### src/rtl/sram_pkg.sv
// sram_pkg: shared widths, FSM states and decoded access ops for the SRAM responder
package sram_pkg;
   localparam int DATA_W = 32;
   localparam int ADDR_W = 7;
   localparam int DEPTH  = 2 ** ADDR_W;
   localparam int ERR_W  = 8;

   typedef enum logic {INIT, READY} state_t;

   typedef enum logic [1:0] {OP_IDLE, OP_WR, OP_RD, OP_CONFLICT} op_t;
endpackage

### src/rtl/sram_array.sv
// sram_array: DEPTH x DATA_W storage with one synchronous write and one synchronous read port
module sram_array
   import sram_pkg::*;
#(
   parameter int DW = DATA_W,
   parameter int AW = ADDR_W
) (
   input  logic          clk,
   input  logic          we,
   input  logic [AW-1:0] waddr,
   input  logic [DW-1:0] wdata,
   input  logic          re,
   input  logic [AW-1:0] raddr,
   output logic [DW-1:0] rdata
);
   logic [DW-1:0] mem [2**AW];

   // storage is deliberately unreset; the responder clears it word by word after reset
   always_ff @(posedge clk) begin
      if (we) mem[waddr] <= wdata;
      if (re) rdata <= mem[raddr];
   end
endmodule

### src/rtl/sram_responder.sv
// sram_responder: active-low SRAM protocol responder with power-on clear and conflict counting
module sram_responder
   import sram_pkg::*;
(
   input  logic              clk,
   input  logic              rst_n,
   input  logic              nOE,
   input  logic              nWE,
   input  logic [ADDR_W-1:0] addr,
   input  logic [DATA_W-1:0] wdata,
   output logic [DATA_W-1:0] rdata,
   output logic              rvalid,
   output logic              ready,
   output logic              conflict,
   output logic [ERR_W-1:0]  err_cnt
);
   state_t            state;
   op_t               op;
   logic [ADDR_W-1:0] clr;
   logic [DATA_W-1:0] arr_q;
   logic [DATA_W-1:0] hold;

   // decode the control pins; everything is ignored until the clear finishes
   always_comb
      op = (state != READY)   ? OP_IDLE :
           (!nOE && !nWE)     ? OP_CONFLICT :
           !nOE               ? OP_RD :
           !nWE               ? OP_WR : OP_IDLE;

   sram_array u_array (
      .clk   (clk),
      .we    (state == INIT || op == OP_WR),
      .waddr (state == INIT ? clr : addr),
      .wdata (state == INIT ? '0 : wdata),
      .re    (op == OP_RD),
      .raddr (addr),
      .rdata (arr_q)
   );

   // the array read register has no reset, so rdata shows it only while fresh and
   // otherwise a resettable copy of the last result
   assign rdata = rvalid ? arr_q : hold;
   assign ready = (state == READY);

   // FSM, clear counter, strobes, error counter and read-data hold register
   always_ff @(posedge clk or negedge rst_n) begin
      if (!rst_n) begin
         state    <= INIT;
         clr      <= '0;
         rvalid   <= 1'b0;
         conflict <= 1'b0;
         err_cnt  <= '0;
         hold     <= '0;
      end else begin
         if (rvalid) hold <= arr_q;
         rvalid   <= (op == OP_RD);
         conflict <= (op == OP_CONFLICT);
         if (op == OP_CONFLICT && err_cnt != '1) err_cnt <= err_cnt + ERR_W'(1);
         case (state)
            INIT: begin
               clr <= clr + ADDR_W'(1);
               if (clr == ADDR_W'(DEPTH - 1)) state <= READY;
            end
            default: state <= READY;
         endcase
      end
   end
endmodule

### config.mk
export PLATFORM = sky130hd
export DESIGN_NAME = sram_responder
export DESIGN_NICKNAME = d
export VERILOG_FILES = /design/src/rtl/sram_pkg.sv /design/src/rtl/sram_array.sv /design/src/rtl/sram_responder.sv
export SDC_FILE = /design/constraint.sdc
export NUM_CORES = 2
export LEC_CHECK = 0
export ABC_CLOCK_PERIOD_IN_PS = 6340
export BUFFER_PORTS_ARGS = -buffer_cell sky130_fd_sc_hd__clkbuf_2
export CORE_MARGIN = 3
export CORE_UTILIZATION = 45
export DETAILED_ROUTE_END_ITERATION = 8
export HOLD_SLACK_MARGIN = 0.06
export PLACE_DENSITY = 0.67
export SLEW_MARGIN = 20
export SYNTH_ARGS = -nofsm -noshare
export SYNTH_HDL_FRONTEND = slang
export SYNTH_SLANG_ARGS = --single-unit
### constraint.sdc
create_clock -name clk -period 6.34 [get_ports clk]
set_clock_uncertainty 0.1 [all_clocks]
set_input_delay 0.634 -clock clk [delete_from_list [all_inputs] [get_ports clk]]
set_output_delay 0.634 -clock clk [all_outputs]
set_load 0.02 [all_outputs]
# Word-level counts from Yosys, hierarchy flattened
# Memories as Yosys holds them, arrays and structs flattened. A register that Yosys moved wholly into a read port is not among the register bits.
# Index checks and enable logic that the tools add are counted.
# word_totals
elab_cells,31
memories,1
inputBits,43
mem_bits_rw,4096
reg_bits,50
# mem_list
name,depth,word_bits,read_ports,rd_ports_with_merged_regs,wr,line,source
u_array.mem,128,32,1,1,1,sram_array.sv:16,logic [DW-1:0] mem [2**AW];
# classes
eq_ne,5
reduce_logical,5
mux,11
bitwise,1
addsub,2
# ops
op,n
two-way mux 32 bit,2
"adder 8 x 1 -> 8 bit, second input constant",1
"inequality test 8 bit, second input constant",1
"adder 7 x 1 -> 7 bit, second input constant",1
"== test 7 bit, second input constant",1
two-way mux 7 bit,1
two-way mux 2 bit,3
two-way mux 1 bit,5
"== test 2 bit, second input constant",2
"== test 2 x 1 -> 1 bit, second input constant",1
logical AND 1 bit,2
logical NOT 1 bit,2
logical OR 1 bit,1
inverter 1 bit,1

# Depth between registers and ports, before layout
# depth
ltp_word,8
depth_mapped,9
mapped_depth_nobuf,5

# Cells and area by module
# Synthesis repeated with hierarchy kept, for this count alone.
# unflattened
cells_unflattened,6173
hier_area_um2,158917.4
# modules_own_cells
mod,n_inst,cells_per_inst,area_each_um2
sram_array,1,5990,156596.4
sram_responder,1,183,2321.0

# Worst setup path before layout
# No wires, ideal clock.
# synth_timing
path_kind,input -> register
startpoint,input port addr[1]
endpoint,memory u_array.mem[66][0] in the netlist's numbering (enable)
path_stages,8
path_slack_ps,2174
required_ps,5819
path_buffers,4
setup_time_ps,421
t_arrival_ps,3645
cell_sequence,clkbuf_1 -> clkbuf_1 -> clkbuf_1 -> nor2b_1 -> a22o_1 -> nand2_1 -> clkbuf_1 -> nor2_1
# synth_between
elab_chain_cells,1
# synth_lines
item,line,source
start: declaration,sram_responder.sv:9,"input logic [ADDR_W-1:0] addr,"
two-way mux 7 bit,sram_responder.sv:33,".waddr (state == INIT ? clr : addr),"
end: declaration,sram_array.sv:16,
# No other way between the ends.

# Worst setup path in the final report
# layout_timing
startpoint,"register state, in the netlist ready"
endpoint,memory u_array.mem[95][5] in the netlist's numbering (enable)
# layout_between
elab_chain_cells,5
# layout_lines
item,line,source
start: declaration,sram_responder.sv:17,state_t state;
start signal: assignment,sram_responder.sv:48,state <= INIT;
start signal: assignment,sram_responder.sv:62,if (clr == ADDR_W'(DEPTH - 1)) state <= READY;
start signal: assignment,sram_responder.sv:64,default: state <= READY;
two-way mux 2 bit,sram_responder.sv:25,op = (state != READY) ? OP_IDLE :
== test 2 x 1 -> 1 bit,sram_responder.sv:32,".we (state == INIT || op == OP_WR),"
logical OR 1 bit,sram_responder.sv:32,
two-way mux 1 bit,sram_array.sv:20,if (we) mem[waddr] <= wdata;
two-way mux 1 bit (not written as such),sram_array.sv:20,
# Parallel ways exist; a longest one is shown, timed or not.

==> results by group <==
Global route
  • Gr usage total: 0.223
  • Initial antenna violation count: 46
  • Pin count of the biggest net entering global routing: 121
  • First-pass GRT wire length: 572000 µm
  • Grt ovf: 0
  • Vias in the first global route: 73000

Synth
  • Commonest cells in the netlist: 4128 x edfxtp_1, 1344 x mux4_2, 188 x clkbuf_1, 138 x nor2_1, 77 x buf_2
  • Register area share after synthesis: 0.788
  • Mapped Cells: 6181
  • Yosys cell types: 38
  • Syn_area_per_cell: 25.7 µm²
  • Leading area contributor after synthesis: edfxtp_1
  • Number of synthesized flops with an enable pin: 4128
  • Largest cells by area after synthesis: edfxtp_1 78%, mux4_2 19%, dfrtp_1 0.79%
  • Number of synthesized register bits: 4178
  • Post-synth top area share: 0.780
  • Synthesis Warnings: 0
  • Async SR Flop Fraction: 0.0120
  • Mapped Nets: 6226
  • Syn Std Cell Area: 159000 µm²
  • Most used DFF post-synth: edfxtp_1
  • Top-count cell post-synth: edfxtp_1

Placement
  • Routability Congestion: 0.838
  • PortBufs: 85
  • DPL Wire Length: 229000 µm
  • DP Cell Count: 10900
  • Placed cell area: 167000 µm²

Setup path
  • Most used cell, CP: buf_4
  • Slowest stage cell on the critical path: nor2_4
  • Worst R2R Start: ready
  • RR Endpoint: u_array.mem[95][5]
  • R2R setup slack: 1640 ps
  • CP required: 6890 ps
  • Startpoint Class: register
  • Setup CP Type: register to register
  • CP endpoint kind: register
  • Worst path cell trace: buf_4 -> o21ai_0 -> nand2_2 -> nor2_4 -> buf_4
  • Crit Path Max Fanout: 39
  • CP max stage delay: 1150 ps
  • Worst EP arrival: 5260 ps
  • Worst Reg-to-Reg Cells: 5

Clocking
  • CTS Buf Count: 411
  • H-tree lvl count: 5
  • TritonCTS clock tree: done
  • Clk buf depth: 4
  • Clock sinks: 4178
  • Clk slew on worst S/H paths: 60 ps
  • Post-cts gate resize count: 0
  • Root Driver: clkbuf_16
  • Worst-Skew Late Latency: 950 ps

Power and ir drop
  • Power per cell area: 301 nW/µm²
  • Maximum vdd drop: 253 µV
  • Leakage power: 44.2 nW

STA
  • Setup-failing EPs final: 0
  • Fmax: 213 MHz
  • RSZ-0062 raised after global routing: false
  • Final setup TNS: 0 ps
  • Final Hold Fails: 0
  • Max-slew headroom: 0.218
  • Final clock period utilization by the worst path: 0.742
  • Tmin final: 4700 ps
  • Slew @ Worst Pin: 1170 ps
  • Slew Limit Fails: 0

Die
  • Die X: 600 µm
  • Top Ports: 86
  • Initial Util: 0.453
  • Core area: 351000 µm²
  • FP Rows: 217
  • Die H: 600 µm
  • Die Area: 360000 µm²

Cells and area
  • Fin area: 180000 µm²
  • Share of layout cells above drive strength 1: 0.357
  • Non-Filler Instances: 11700
  • Fin nets: 6655
  • Layout area overhead: 13.4%

Drt
  • DR WL/cell: 34.6 µm
  • Post-route ant nets: 0
  • DRT Pass-1 Iters: 5
  • Vias per Instance: 6.21
  • Vias: 72600
  • Total routed wirelength: 404000 µm
  • Initial drt markers: 10300
  • DRC viols: 0

Min path
  • WHS Endpoint: conflict
  • Hold depth: 3
  • Min-Delay Path Class: primary input to register
  • HP Start: nWE

Outcome
  • Outcome: complete, no violations

Job
  • Max capacitance violation total: 0
[critical path: cells and delay by family (launching register included)]
family / cells / cell delay, ps
AOI/OAI and AO/OA: 1 / 900
DFF: 1 / 600
and+or+nand+nor: 2 / 2070
buffers and inverters: 2 / 660
[kinds of logic (layout without fill, tap and decap cells)]
logic type               count (synthesis)  in the layout  synth area share
multiplexers                          1410           1410             0.195
adder cells (fa/ha/maj)                  2              2          0.000157
AND/OR/NAND/NOR                        227            227           0.00636
AO/OA/AOI/OAI                           21             21          0.000929
other                                    0             24                 0
flip-flops                            4178           4178             0.788
buffers and inverters                  330           1102           0.00904
XOR/XNOR                                13             13          0.000716
[per-layer routing]
layer | routed length (µm) | GRT usage
met1 | 155000 | 0.319
met2 | 192000 | 0.346
met3 | 44300 | 0.0497
met4 | 12400 | 0.0707
met5 | 96 | 0
[timing repair]
item	4_1_cts	5_1_grt
endpoints found under the hold margin	64	0
setup buffers	0	0
hold buffers	3	0
[cell type report]
class                      count  area (µm²)
fill                       26300      170000
sequential                  4178      125000
multi-input combinational   1673       33400
clock buffer                 516       10800
tap                         4708        5890
timing repair buffer         342        2940
clock inverter               240        1940
antenna                       24        60.1
inverter                       4        15.0
[placed cells by master (no fill, tap or decap), types with 9 or more instances in the layout]
master and n:
nor2_4 128, mux2_2 66, clkbuf_16 417, dfrtp_1 48, clkinvlp_4 9, inv_6 13, diode_2 24, nor2_1 10
and2_4 32, bufinv_16 24, mux4_2 1344, clkinv_1 103, clkinv_2 72, nand2_1 19, clkbuf_1 95, buf_12 39
edfxtp_1 4128, buf_4 215, clkbuf_2 78, xnor2_1 11
[state kept, by name, summed over array words and instances (netlist names)]
name	flops
u_array.mem	4096
hold	32
u_array.rdata	32
err_cnt	8
clr	7
conflict	1
ready	1
rvalid	1
[worst max-delay path by stage]
stage	startpoint	end	slack (ps)
finish	ready	u_array.mem[95][5]	1640
global route	ready	u_array.mem[95][10]	1570
CTS	ready	u_array.mem[93][3]	1750
detailed placement	addr[0]	u_array.mem[93][15]	1480
global placement	addr[0]	u_array.mem[93][10]	1600
floorplan	addr[1]	u_array.mem[66][0]	2170
[report_power, final]
part / leakage (nW) / internal (W) / switching (W) / total [W]
registers: 29.2 / 0.0299 / 0 / 0.0299
logic: 8.72 / 0.000404 / 0.000588 / 0.000992
clock network: 6.26 / 0.0131 / 0.0102 / 0.0233
total: 44.2 / 0.0434 / 0.0108 / 0.0542
[through the flow]
stage	total power (W)	worst slack, ps	hold slack (ps)	util
3_3_place_gp	0.0315	1600	342	0.477
2_1_floorplan	0.0312	2170	238	-
4_1_cts	0.0545	1750	82.6	0.514
3_5_place_dp	0.0315	1480	346	0.478
6_report	0.0542	1640	160	0.514
5_1_grt	0.0556	1570	153	0.514
Power figures use the tool's default switching activity.
